==> src/rtl/config_pkg.sv <==
// Shared widths, word types and receive-state encoding for the operand
// assembly path between the read port and the execution unit.
package config_pkg;

  localparam int DATA_WIDTH   = 20;
  localparam int W_DATA_WIDTH = 2 * DATA_WIDTH;

  typedef logic [DATA_WIDTH-1:0]   data_t;
  typedef logic [W_DATA_WIDTH-1:0] w_data_t;

  typedef enum logic [1:0] {
    RX_A    = 2'd0,
    RX_B    = 2'd1,
    RX_C_LO = 2'd2,
    RX_C_HI = 2'd3
  } rx_state_e;

endpackage

==> src/rtl/receive_fsm.sv <==
// Assembles four read words (A, B, C low, C high) into one operand set and
// publishes it atomically with a single-cycle operation_valid_o strobe.
module receive_fsm
  import config_pkg::*;
#(
  parameter int DATA_WIDTH   = config_pkg::DATA_WIDTH,
  parameter int W_DATA_WIDTH = 2 * DATA_WIDTH
) (
  input  logic                    clk,
  input  logic                    rst_i,
  input  logic                    rd_data_valid_i,
  input  logic [DATA_WIDTH-1:0]   rd_data_i,
  output logic [DATA_WIDTH-1:0]   operand_a_o,
  output logic [DATA_WIDTH-1:0]   operand_b_o,
  output logic [W_DATA_WIDTH-1:0] operand_c_o,
  output logic                    operation_valid_o
);

  rx_state_e             state;
  logic [DATA_WIDTH-1:0] stage_a_p0;
  logic [DATA_WIDTH-1:0] stage_b_p0;
  logic [DATA_WIDTH-1:0] stage_c_lo_p0;

  // Staging stage: words land in per-state registers; the output stage only
  // updates on the C-high word so partial sets never become visible.
  always_ff @(posedge clk) begin
    if (rst_i) begin
      state             <= RX_A;
      stage_a_p0        <= '0;
      stage_b_p0        <= '0;
      stage_c_lo_p0     <= '0;
      operand_a_o       <= '0;
      operand_b_o       <= '0;
      operand_c_o       <= '0;
      operation_valid_o <= 1'b0;
    end else begin
      operation_valid_o <= 1'b0;
      if (rd_data_valid_i) begin
        case (state)
          RX_A: begin
            stage_a_p0 <= rd_data_i;
            state      <= RX_B;
          end
          RX_B: begin
            stage_b_p0 <= rd_data_i;
            state      <= RX_C_LO;
          end
          RX_C_LO: begin
            stage_c_lo_p0 <= rd_data_i;
            state         <= RX_C_HI;
          end
          RX_C_HI: begin
            operand_a_o       <= stage_a_p0;
            operand_b_o       <= stage_b_p0;
            operand_c_o       <= {rd_data_i, stage_c_lo_p0};
            operation_valid_o <= 1'b1;
            state             <= RX_A;
          end
          default: state <= RX_A;
        endcase
      end
    end
  end

endmodule

==> config.mk <==
export PLATFORM = sky130hd
export DESIGN_NAME = receive_fsm
export DESIGN_NICKNAME = d
export VERILOG_FILES = /design/src/rtl/config_pkg.sv /design/src/rtl/receive_fsm.sv
export SDC_FILE = /design/constraint.sdc
export NUM_CORES = 1
export LEC_CHECK = 0
export ABC_AREA = 1
export CAP_MARGIN = 20
export CORE_MARGIN = 5
export CORE_UTILIZATION = 33
export DETAILED_ROUTE_END_ITERATION = 12
export GPL_TIMING_DRIVEN = 0
export PLACE_DENSITY = 0.56
export SLEW_MARGIN = 10
export SYNTH_ARGS = -nofsm -noshare
export SYNTH_HDL_FRONTEND = slang
export SYNTH_SLANG_ARGS = --single-unit
==> constraint.sdc <==
create_clock -name clk -period 1.5 [get_ports clk]
set_clock_uncertainty 0.05 [all_clocks]
set_input_delay 0.15 -clock clk [delete_from_list [all_inputs] [get_ports clk]]
set_output_delay 0.15 -clock clk [all_outputs]
set_load 0.05 [all_outputs]
### Yosys cells after proc, flatten, opt, wreduce, memory -nomap -nowiden

Index checks and enable logic that the tools add are counted.
Widths: inputs -> output; s select.

| cells by class | value |
|---|---|
| equality and inequality tests | 3 |
| mux-type cells | 2 |
| bitwise operators | 1 |
| reductions and logical operators | 6 |

Operators with widths:

| operator | number |
|---|---|
| $pmux 2 s4 | 1 |
| $reduce_and 2->1 | 4 |
| $eq 2x2->1 const B | 2 |
| $eq 2x1->1 const B | 1 |
| $logic_not 2->1 | 1 |
| $reduce_or 2->1 | 1 |
| $mux 1 | 1 |
| $not 1->1 | 1 |

| word-level totals | value |
|---|---|
| register bits after elaboration | 143 |
| output and inout bits | 81 |

### Logic depth before layout (Yosys ltp)

Gate-level depths: netlist of the first run.

| depth | value |
|---|---|
| depth after elaboration | 2 |
| depth in mapped cells | 6 |
| mapped depth without buffers | 6 |

### Worst setup path before layout of the first run

No wires, ideal clock.

| path | value |
|---|---|
| path kind | register -> register |
| from | reg state[0] |
| to | reg operand_a_o[0] |
| library setup time | 0.070 ns |
| arrival time | 1.103 ns |
| required time | 1.380 ns |
| slack | 0.276 ns |
| cell stages (with the launch flop) | 7 |
| path buffers | 2 |
| cells stage by stage | dfxtp_1 > ha_1 > buf_6 > nand2_2 > buf_2 > nand2_1 > a21oi_1 |

| between the ends | value |
|---|---|
| word-level cells in the longest chain between the ends | 2 |

Ends and longest elaborated chain:

| element | RTL line | text |
|---|---|---|
| start: declaration | receive_fsm.sv:19 | `rx_state_e state;` |
| start signal: assignment | receive_fsm.sv:28 | `state <= RX_A;` |
| start signal: assignment | receive_fsm.sv:42 | `state <= RX_B;` |
| start signal: assignment | receive_fsm.sv:46 | `state <= RX_C_LO;` |
| $eq 2x2->1 | receive_fsm.sv:39 | `case (state)` |
| $reduce_and 2->1 (no source line) | n/a |  |
| end signal: assignment | receive_fsm.sv:53 | `operand_a_o <= stage_a_p0;` |
| end: declaration | receive_fsm.sv:13 | `output logic [DATA_WIDTH-1:0] operand_a_o,` |

Every way passes these cells.
A chain may end at the register's enable or synchronous reset.

### Worst setup path after layout of the first run

| path | value |
|---|---|
| from | reg operand_b_o[19] |
| to | out operand_b_o[19] |

RTL lines:

| element | RTL line | text |
|---|---|---|
| start: declaration | receive_fsm.sv:14 | `output logic [DATA_WIDTH-1:0] operand_b_o,` |
| start signal: assignment | receive_fsm.sv:54 | `operand_b_o <= stage_b_p0;` |

No word-level cell between the ends.

==> results of run 1 <==
## cell type report
| cell class | instances | area [um2] | share of cell area (%) |
|---|---|---|---|
| flip-flops and latches | 143 | 2860 | 40.9 |
| well taps | 216 | 270 | 3.87 |
| clock inverters | 12 | 139 | 1.99 |
| repair buffers | 102 | 900 | 12.9 |
| plain buffers | 61 | 345 | 4.94 |
| clock buffers | 19 | 433 | 6.19 |
| multi-input cells | 436 | 2030 | 29.0 |
| inverters | 3 | 11.3 | 0.161 |
## cells by family (layout without fill, tap and decap cells)
group,Yosys count,in the layout
AOI/OAI and AO/OA,141,141
adders and majority gates,4,4
buffers and inverters,64,197
DFF,143,143
and+or+nand+nor,291,291
## through the flow
step                power [mW]  hold WS (ps)
floorplan                 4.37           252
global placement          4.62           400
detailed placement        4.63           403
CTS                       8.70           191
global route              8.93           214
finish                    8.64           202
## sequential cells by signal (all words and copies together), names as in the netlist
register and count:
state 2, stage_c_lo_p0 20, stage_a_p0 20, operation_valid_o 1, stage_b_p0 20, operand_a_o 20, operand_b_o 20, operand_c_o 40
## Yosys cell counts
| cell | n | area (um2) |
|---|---|---|
| nand3_1 | 140 | 701 |
| ha_1 | 4 | 50.1 |
| buf_2 | 27 | 135 |
| buf_6 | 1 | 11.3 |
| nand2_2 | 1 | 6.26 |
| inv_1 | 3 | 11.3 |
| clkbuf_1 | 17 | 63.8 |
| nor2_1 | 4 | 15.0 |
| nand2_1 | 146 | 548 |
| buf_4 | 16 | 120 |
| dfxtp_1 | 143 | 2860 |
| a21oi_1 | 141 | 706 |
## metal layers
metal  vias to the layer above  part of all wire (%)
li1                       2426                     -
met1                      2222                    45
met2                       136                    47
met3                        28                   5.7
met4                         0                   2.4
met5                         -                     0
## final timing paths
kind / start / end / slack, ps
setup / recovery: operand_b_o[19]$_SDFFE_PP0P_ / operand_b_o[19] / 20
hold / removal: rst_i / operand_a_o[19]$_SDFFE_PP0P_ / 200
setup reg to reg: state[1]$_SDFFE_PP0P_ / operand_c_o[19]$_SDFFE_PP0P_ / 60
hold reg to reg: operand_b_o[16]$_SDFFE_PP0P_ / operand_b_o[16]$_SDFFE_PP0P_ / 410
## power by group
group | internal, mW | leakage, nW | switching (mW)
combinational | 0.203 | 1.07 | 0.416
sequential | 3.89 | 1.16 | 0.0485
clock | 2.45 | 0.266 | 1.64
## repair_timing
item / CTS / global route
gates resized for setup: 149 / 65
pin swaps: 0 / 0
setup buffers: 0 / 0
endpoints found under the setup margin: 116 / 108
## layout by cell type (no fill, tap or decap)
| cell | instances |
|---|---|
| a21oi_1 | 141 |
| buf_2 | 24 |
| buf_4 | 19 |
| buf_6 | 1 |
| bufinv_16 | 2 |
| clkbuf_1 | 13 |
| clkbuf_16 | 17 |
| clkbuf_2 | 32 |
| clkdlybuf4s15_1 | 42 |
| clkdlybuf4s15_2 | 10 |
| clkdlybuf4s50_1 | 21 |
| clkinv_2 | 1 |
| clkinv_4 | 4 |
| clkinvlp_4 | 4 |
| dfxtp_1 | 143 |
| dlygate4sd2_1 | 3 |
| ha_1 | 4 |
| inv_1 | 3 |
| inv_6 | 1 |
| nand2_1 | 146 |
| nand2_4 | 1 |
| nand3_1 | 140 |
| nor2_1 | 4 |
==> run metrics, run 1 <==
run status=finished, final reports clean; antenna violations before repair=0; Synth Register Bits=143; I/O Buffers=102; post-route ant nets=0; clock sinks=143; Top delay family on crit path=buffers and inverters; CP max-delay cell=clkdlybuf4s15_1; gr busiest metal=met2; largest family of logic cells by synthesized area=simple AND/OR/NAND/NOR gates; adder-cell share of the synthesized area=0.957%; fin cells=992; Crit path largest cell delay=510 ps; Synth Area in Simple Gates=24.3%; Post-Route Utilization=44.5%; grt ovf=0; hold_buf cts=0; vias in the first global route=4712; post-DP HPWL=11600 um; clock insertion delay at the later pin of the skew report=420 ps; Global Route met1 Usage=22.8%; DIE HEIGHT=136 um; vias per cell=4.85; first-pass GRT wire length=25200 um; startpoint types=register; Crit path buffers/inverters=1; Nets=791; yosys warns=0; crit path capture type=output pin; Hold Path Class=in -> reg; Worst Path Max Fanout=2; post-synthesis compound-gate area fraction=13.5%; fin area=6990 um2; mux cell area share after synthesis=0%; routed length per instance=16.3 um; Reg2Reg Depth=5; worst slew pin tran=514 ps; Initial Util=33.3%; dpl cells=961; total wire length=16200 um; pin count of the biggest net entering global routing=17; Layout Area Growth over Synthesis=33.7%; clock root buffer=clkbuf_16; Final period util=98.5%; Leak=2.49 nW; Mapped Nets=670; synth unique cells=12; H-tree levels=4; WP data arrival=1280 ps; CP Data Required Time=1300 ps; final max-slew violation count=0; Avg Inst Size Synth=8.13 um2; normalized max-slew margin=65.8%; Max VDD drop=0.000807 V; cell count of the worst hold path=3; gpl congestion=0.809; CP Class=reg -> out; CTS tree=built; post-place setup slack=-69.5 ps; CP Depth=1; GRT Overall Usage=17.7%; Synth Instances=643; Die Wd=136 um; post-synthesis xor/xnor area fraction=0%; row count=46; CP Cell Sequence=clkdlybuf4s15_1; Antenna diodes=0; RSZ-0062 raised after global routing=false; Seq/Total Area, Yosys=54.7%; max_cap viols=0; Highest Clock Rate=0.677 GHz; final hold violation count=0; crit path time final=1480 ps; Pre-Repair DR Iteration Count=5; Post-DP Area=6520 um2; routing usage on met3=4.33%; routing usage on met2=28.7%; final setup margin=23.1 ps; Top Ports=104; setup TNS=0 ps; final setup violation count=0; die area=18500 um2; PD cells=1240 nW/um2; synthesized area=5230 um2; fraction of layout cells with a size suffix above 1=14.9%; clk buf depth=2; TritonCTS Buffers=17; core area=15700 um2; DRC=0; Detailed Route Iter0 Violations=333; detailed-route via count=4812; clock-pin slew of the registers on the worst-case setup and hold paths=60 ps; Fillers=1589
Power figures use the tool's default switching activity.
==> inputs of run 2 (changes only) <==
clock period = 1.52 ns   (was 1.5 ns; I/O delays follow)
==> run metrics, run 2 (synthesis results as in run 1) <==
CP max-delay cell=clkdlybuf4s15_1; gpl congestion=0.809 (unchanged); post-route ant nets=0 (unchanged); post-DP HPWL=11600 um (unchanged); Leak=2.57 nW (+3.1%); Layout Area Growth over Synthesis=35.3%; routing usage on met2=28.6% (about the same); Post-DP Area=6520 um2 (unchanged); CP Data Required Time=1320 ps (+20 ps); Max VDD drop=0.000794 V (-1.6%); Biggest register=operand_c_o; Detailed Route Iter0 Violations=313 (-6.0%); Top delay family on crit path=buffers and inverters; Reg power frac=45.6% (about the same); pin count of the biggest net entering global routing=17 (unchanged); crit path time final=1490 ps; final hold violation count=0 (unchanged); CTS-repair resized insts=102 (-32%); normalized max-slew margin=65.0% (-0.80 points); CP Cell Sequence=clkdlybuf4s15_1; Top Ports=104 (unchanged); first-pass GRT wire length=25200 um (about the same); clk buf depth=2 (unchanged); H-tree levels=4 (unchanged); row count=46 (unchanged); setup TNS=0 ps (unchanged); detailed-route via count=4804 (-0.17%); switching power total=2.07 mW (-1.5%); clock root buffer=clkbuf_16; final max-slew violation count=0 (unchanged); core area=15700 um2 (unchanged); die area=18500 um2 (unchanged); Worst Path Max Fanout=2 (unchanged); fraction of layout cells with a size suffix above 1=11.2% (-3.7 points); sw frac=24.3% (-0.044 points); I/O Buffers=102 (unchanged); hold_buf cts=0 (unchanged); PD cells=1200 nW/um2 (-2.5%); CTS tree=built; Die Wd=136 um (unchanged); DRC=0 (unchanged); Hold Path Class=in -> reg; Comb power frac=7.2% (about the same); clock power share=47.3% (about the same); crit path capture type=output pin; commonest cells after routing, fill and taps aside=nand2_1, dfxtp_1, a21oi_1, nand3_1, clkdlybuf4s15_1; DIE HEIGHT=136 um (unchanged); Global Route met1 Usage=22.8% (+0.069 points); final setup violation count=0 (unchanged); Antenna diodes=0 (unchanged); fin area=7070 um2 (+1.2%); routed length per instance=16.3 um (about the same); CP Class=reg -> out; clock sinks=143 (unchanged); vias per cell=4.84 (-0.17%); grt ovf=0 (unchanged); GRT Overall Usage=17.8% (about the same); Nets=791 (unchanged); final setup margin=29.7 ps (+6.56 ps); post-place setup slack=-51.5 ps (+18.0 ps); RSZ-0062 raised after global routing=false; gr busiest metal=met2; worst slew pin tran=527 ps (+12.0 ps); Highest Clock Rate=0.671 GHz; total wire length=16200 um (about the same); TritonCTS Buffers=17 (unchanged); WP data arrival=1290 ps (about the same); Crit path largest cell delay=520 ps (about the same); antenna violations before repair=0 (unchanged); run status=finished, final reports clean; Largest register FFs=40 (unchanged); Pre-Repair DR Iteration Count=5 (unchanged); commonest non-fill, non-tap cell in the layout=nand2_1; vias in the first global route=4712 (unchanged); clock insertion delay at the later pin of the skew report=420 ps (about the same); Post CTS Setup Buffer Count=0 (unchanged); Initial Util=33.3% (unchanged); max_cap viols=0 (unchanged); routing usage on met3=4.33% (unchanged); Crit path buffers/inverters=1 (unchanged); clock-pin slew of the registers on the worst-case setup and hold paths=60 ps (about the same); startpoint types=register; Final period util=98.0%; internal power=6.45 mW (-1.3%)
-- run 2: cell count changes in the layout (fill, tap and decap cells not counted), sizes merged --
| cell | delta |
|---|---|
| clkbuf | -22 |
| dlygate4sd2 | +20 |
| clkdlybuf4s15 | +3 |
| buf | -1 |
-- run 2: area by class of cell --
class	instances	area [um2]
fill	1578	8640
clock buffer	19	433
clock inverter	12	139
sequential	143	2860
inverter	3	11.3
multi-input combinational	436	2030
tap	216	270
buffer	61	345
timing repair buffer	102	982
-- run 2: final timing paths --
path                           startpoint                            to  slack, ps  depth (start not counted)
max          operand_c_o[32]$_SDFFE_PP0P_               operand_c_o[32]         30                          1
max reg2reg         state[1]$_SDFFE_PP0P_  operand_c_o[19]$_SDFFE_PP0P_        100                          5
min                                 rst_i  operand_a_o[19]$_SDFFE_PP0P_        200                          3
min reg2reg  operand_b_o[16]$_SDFFE_PP0P_  operand_b_o[16]$_SDFFE_PP0P_        410                          2
-- run 2: layer usage --
layer / share of wire [%] / routed length, um / vias to the layer above
li1: - / - / 2424
met1: 44 / 7190 / 2203
met2: 47 / 7610 / 148
met3: 5.9 / 950 / 29
met4: 2.6 / 419 / 0
met5: 0 / 0 / -
-- run 2: worst reg2reg max path: cells and delay by family, from the launching register on --
kind                       cells  cell delay [ps]
adders and majority gates      1              180
and+or+nand+nor                1              170
AOI/OAI and AO/OA              1              170
DFF                            1              370
buffers and inverters          2              430
-- run 2: through the flow --
step | total power, mW | util, % | hold slack (ps) | instances
4_1_cts | 8.59 | 44.7 | 193 | 992
3_3_place_gp | 4.55 | 41.5 | 400 | 961
3_5_place_dp | 4.57 | 41.5 | 403 | 961
2_1_floorplan | 4.32 | - | 254 | 643
5_1_grt | 8.81 | 45.0 | 216 | 992
6_report | 8.52 | 45.0 | 203 | 992
-- run 2: power by group through the flow --
stage / combinational [mW] / sequential, mW / clock (mW)
final: 0.609 / 3.88 / 4.03
after global routing: 0.667 / 3.89 / 4.26
after CTS: 0.602 / 3.88 / 4.11
after detailed placement: 0.603 / 3.96 / 0
after global placement: 0.593 / 3.96 / 0
after floorplan: 0.343 / 3.97 / 0
==> inputs of run 3 (changes only) <==
GPL_TIMING_DRIVEN = default   (was 0)
clock period = 1.7 ns   (was 1.52 ns; I/O delays follow)
==> run metrics, run 3 (synthesis results as in run 1) <==
detailed-route via count=4763 (-0.85%); Crit path top cell by count=nand2_1; Hold Path Class=in -> reg; reg2reg setup slack=230 ps (+130 ps); total wire length=15500 um (-4.0%); TritonCTS Buffers=17 (unchanged); final setup violation count=0 (unchanged); worst r2r dst=stage_a_p0[13]$_SDFFE_PP0P_; final hold violation count=0 (unchanged); Pre-Repair DR Iteration Count=4 (-1); Die Wd=136 um (unchanged); cell count of the worst hold path=2 (-1); clock root buffer=clkbuf_16; WP data arrival=1760 ps (+470 ps); hold_buf cts=0 (unchanged); row count=46 (unchanged); vias in the first global route=4433 (-5.9%); commonest non-fill, non-tap cell in the layout=nand2_1; Worst Hold Endpoint=operand_c_o[17]$_SDFFE_PP0P_; H-tree levels=4 (unchanged); FF-to-FF Start=state[0]$_SDFFE_PP0P_; worst hold margin=99.7 ps (-103 ps); CTS-repair resized insts=0 (-100%); Hold Startpoint=rst_i; worst slew pin tran=415 ps (-111 ps); vias per cell=5.01 (+3.4%); Final period util=86.5%; post-DP HPWL=10300 um (-11%); Highest Clock Rate=0.680 GHz; startpoint types=register; crit path capture type=register; commonest cells after routing, fill and taps aside=nand2_1, dfxtp_1, a21oi_1, nand3_1, buf_4; fraction of layout cells with a size suffix above 1=18.2% (+7.0 points); pin count of the biggest net entering global routing=61 (+44); run status=finished, final reports clean; DRC=0 (unchanged); setup TNS=0 ps (unchanged); clock insertion delay at the later pin of the skew report=420 ps (about the same); Max VDD drop=0.000666 V (-16%); CP max-delay cell=dfxtp_1; I/O Buffers=103 (+0.98%); DIE HEIGHT=136 um (unchanged); Biggest register=operand_c_o; die area=18500 um2 (unchanged); antenna violations before repair=0 (unchanged); GRT Overall Usage=17.0% (-0.71 points); Largest register FFs=40 (unchanged); Initial Util=33.3% (unchanged); final max-slew violation count=0 (unchanged); grt ovf=0 (unchanged); Post CTS Setup Buffer Count=0 (unchanged); CP Class=reg -> reg; Crit path largest cell delay=370 ps (-150 ps); clock sinks=143 (unchanged); first-pass GRT wire length=24500 um (-3.0%); gpl congestion=0.826 (+2.1%); Fillers=1545 (-2.1%); PD cells=1170 nW/um2 (-3.2%); CTS tree=built; crit path time final=1470 ps; normalized max-slew margin=72.2% (+7.2 points); Reg2Reg Depth=6 (+1); clock-pin slew of the registers on the worst-case setup and hold paths=60 ps (about the same); routed length per instance=16.3 um (+0.11%); post-route ant nets=0 (unchanged); Antenna diodes=0 (unchanged); Layout Area Growth over Synthesis=30.9%; Top Ports=104 (unchanged); clk buf depth=2 (unchanged); RSZ-0062 raised after global routing=false; CP Data Required Time=1990 ps (+670 ps); core area=15700 um2 (unchanged); Worst Path Max Fanout=9 (+7); Nets=749 (-5.3%); max_cap viols=0 (unchanged); CP Cell Sequence=inv_1 -> ha_1 -> nand2_1 -> buf_4 -> nand2_1 -> a21oi_1; Leak=2.48 nW (-3.6%); Detailed Route Iter0 Violations=363 (+16%)
-- run 3: how the worst max path moves through the flow --
stage                                      from                     endpoint  slack (ps)  depth (start not counted)
after floorplan           state[0]$_SDFFE_PP0P_  operand_a_o[0]$_SDFFE_PP0P_         480                          6
after global placement    state[0]$_SDFFE_PP0P_  stage_a_p0[19]$_SDFFE_PP0P_         350                          6
after detailed placement  state[0]$_SDFFE_PP0P_  stage_a_p0[13]$_SDFFE_PP0P_         230                          6
after CTS                 state[0]$_SDFFE_PP0P_  stage_a_p0[13]$_SDFFE_PP0P_         220                          6
after global routing      state[0]$_SDFFE_PP0P_  stage_a_p0[13]$_SDFFE_PP0P_         110                          6
final                     state[0]$_SDFFE_PP0P_  stage_a_p0[13]$_SDFFE_PP0P_         230                          6
-- run 3: layer usage --
metal	wire, um	GRT usage, %
met1	7140	23.7
met2	6990	25.1
met3	956	4.44
met4	429	7.11
met5	0	0
-- run 3: power breakdown --
group	total, mW	switching (mW)	internal (mW)
registers	3.47	0.0443	3.43
logic	0.525	0.354	0.171
clock network	3.98	1.38	2.60
total	7.98	1.78	6.20
-- run 3: critical path, delay by kind of cell, from the launching register on --
| kind | cells | cell delay, ps |
|---|---|---|
| buf+inv | 2 | 310 |
| flops | 1 | 370 |
| compound gates | 1 | 150 |
| fa+ha+maj | 1 | 210 |
| simple gates | 2 | 310 |
-- run 3: layout make-up --
type                       instances  area [um2]  area share, %
sequential                       143        2860           41.8
clock inverter                    10         158           2.30
multi-input combinational        436        2030           29.6
timing repair buffer             121        1030           15.1
tap                              216         270           3.95
inverter                           3        11.3          0.164
clock buffer                      22         484           7.07
-- run 3: metrics by stage --
step	setup slack, ps	utilization (%)	cells	instance area [um2]	total power [mW]
final	229	43.6	951	6850	7.98
after global routing	114	43.6	951	6850	8.25
after CTS	224	43.6	951	6850	8.06
after detailed placement	230	39.5	919	6210	4.07
after global placement	349	39.5	919	6210	4.05
after floorplan	476	-	643	5230	3.86
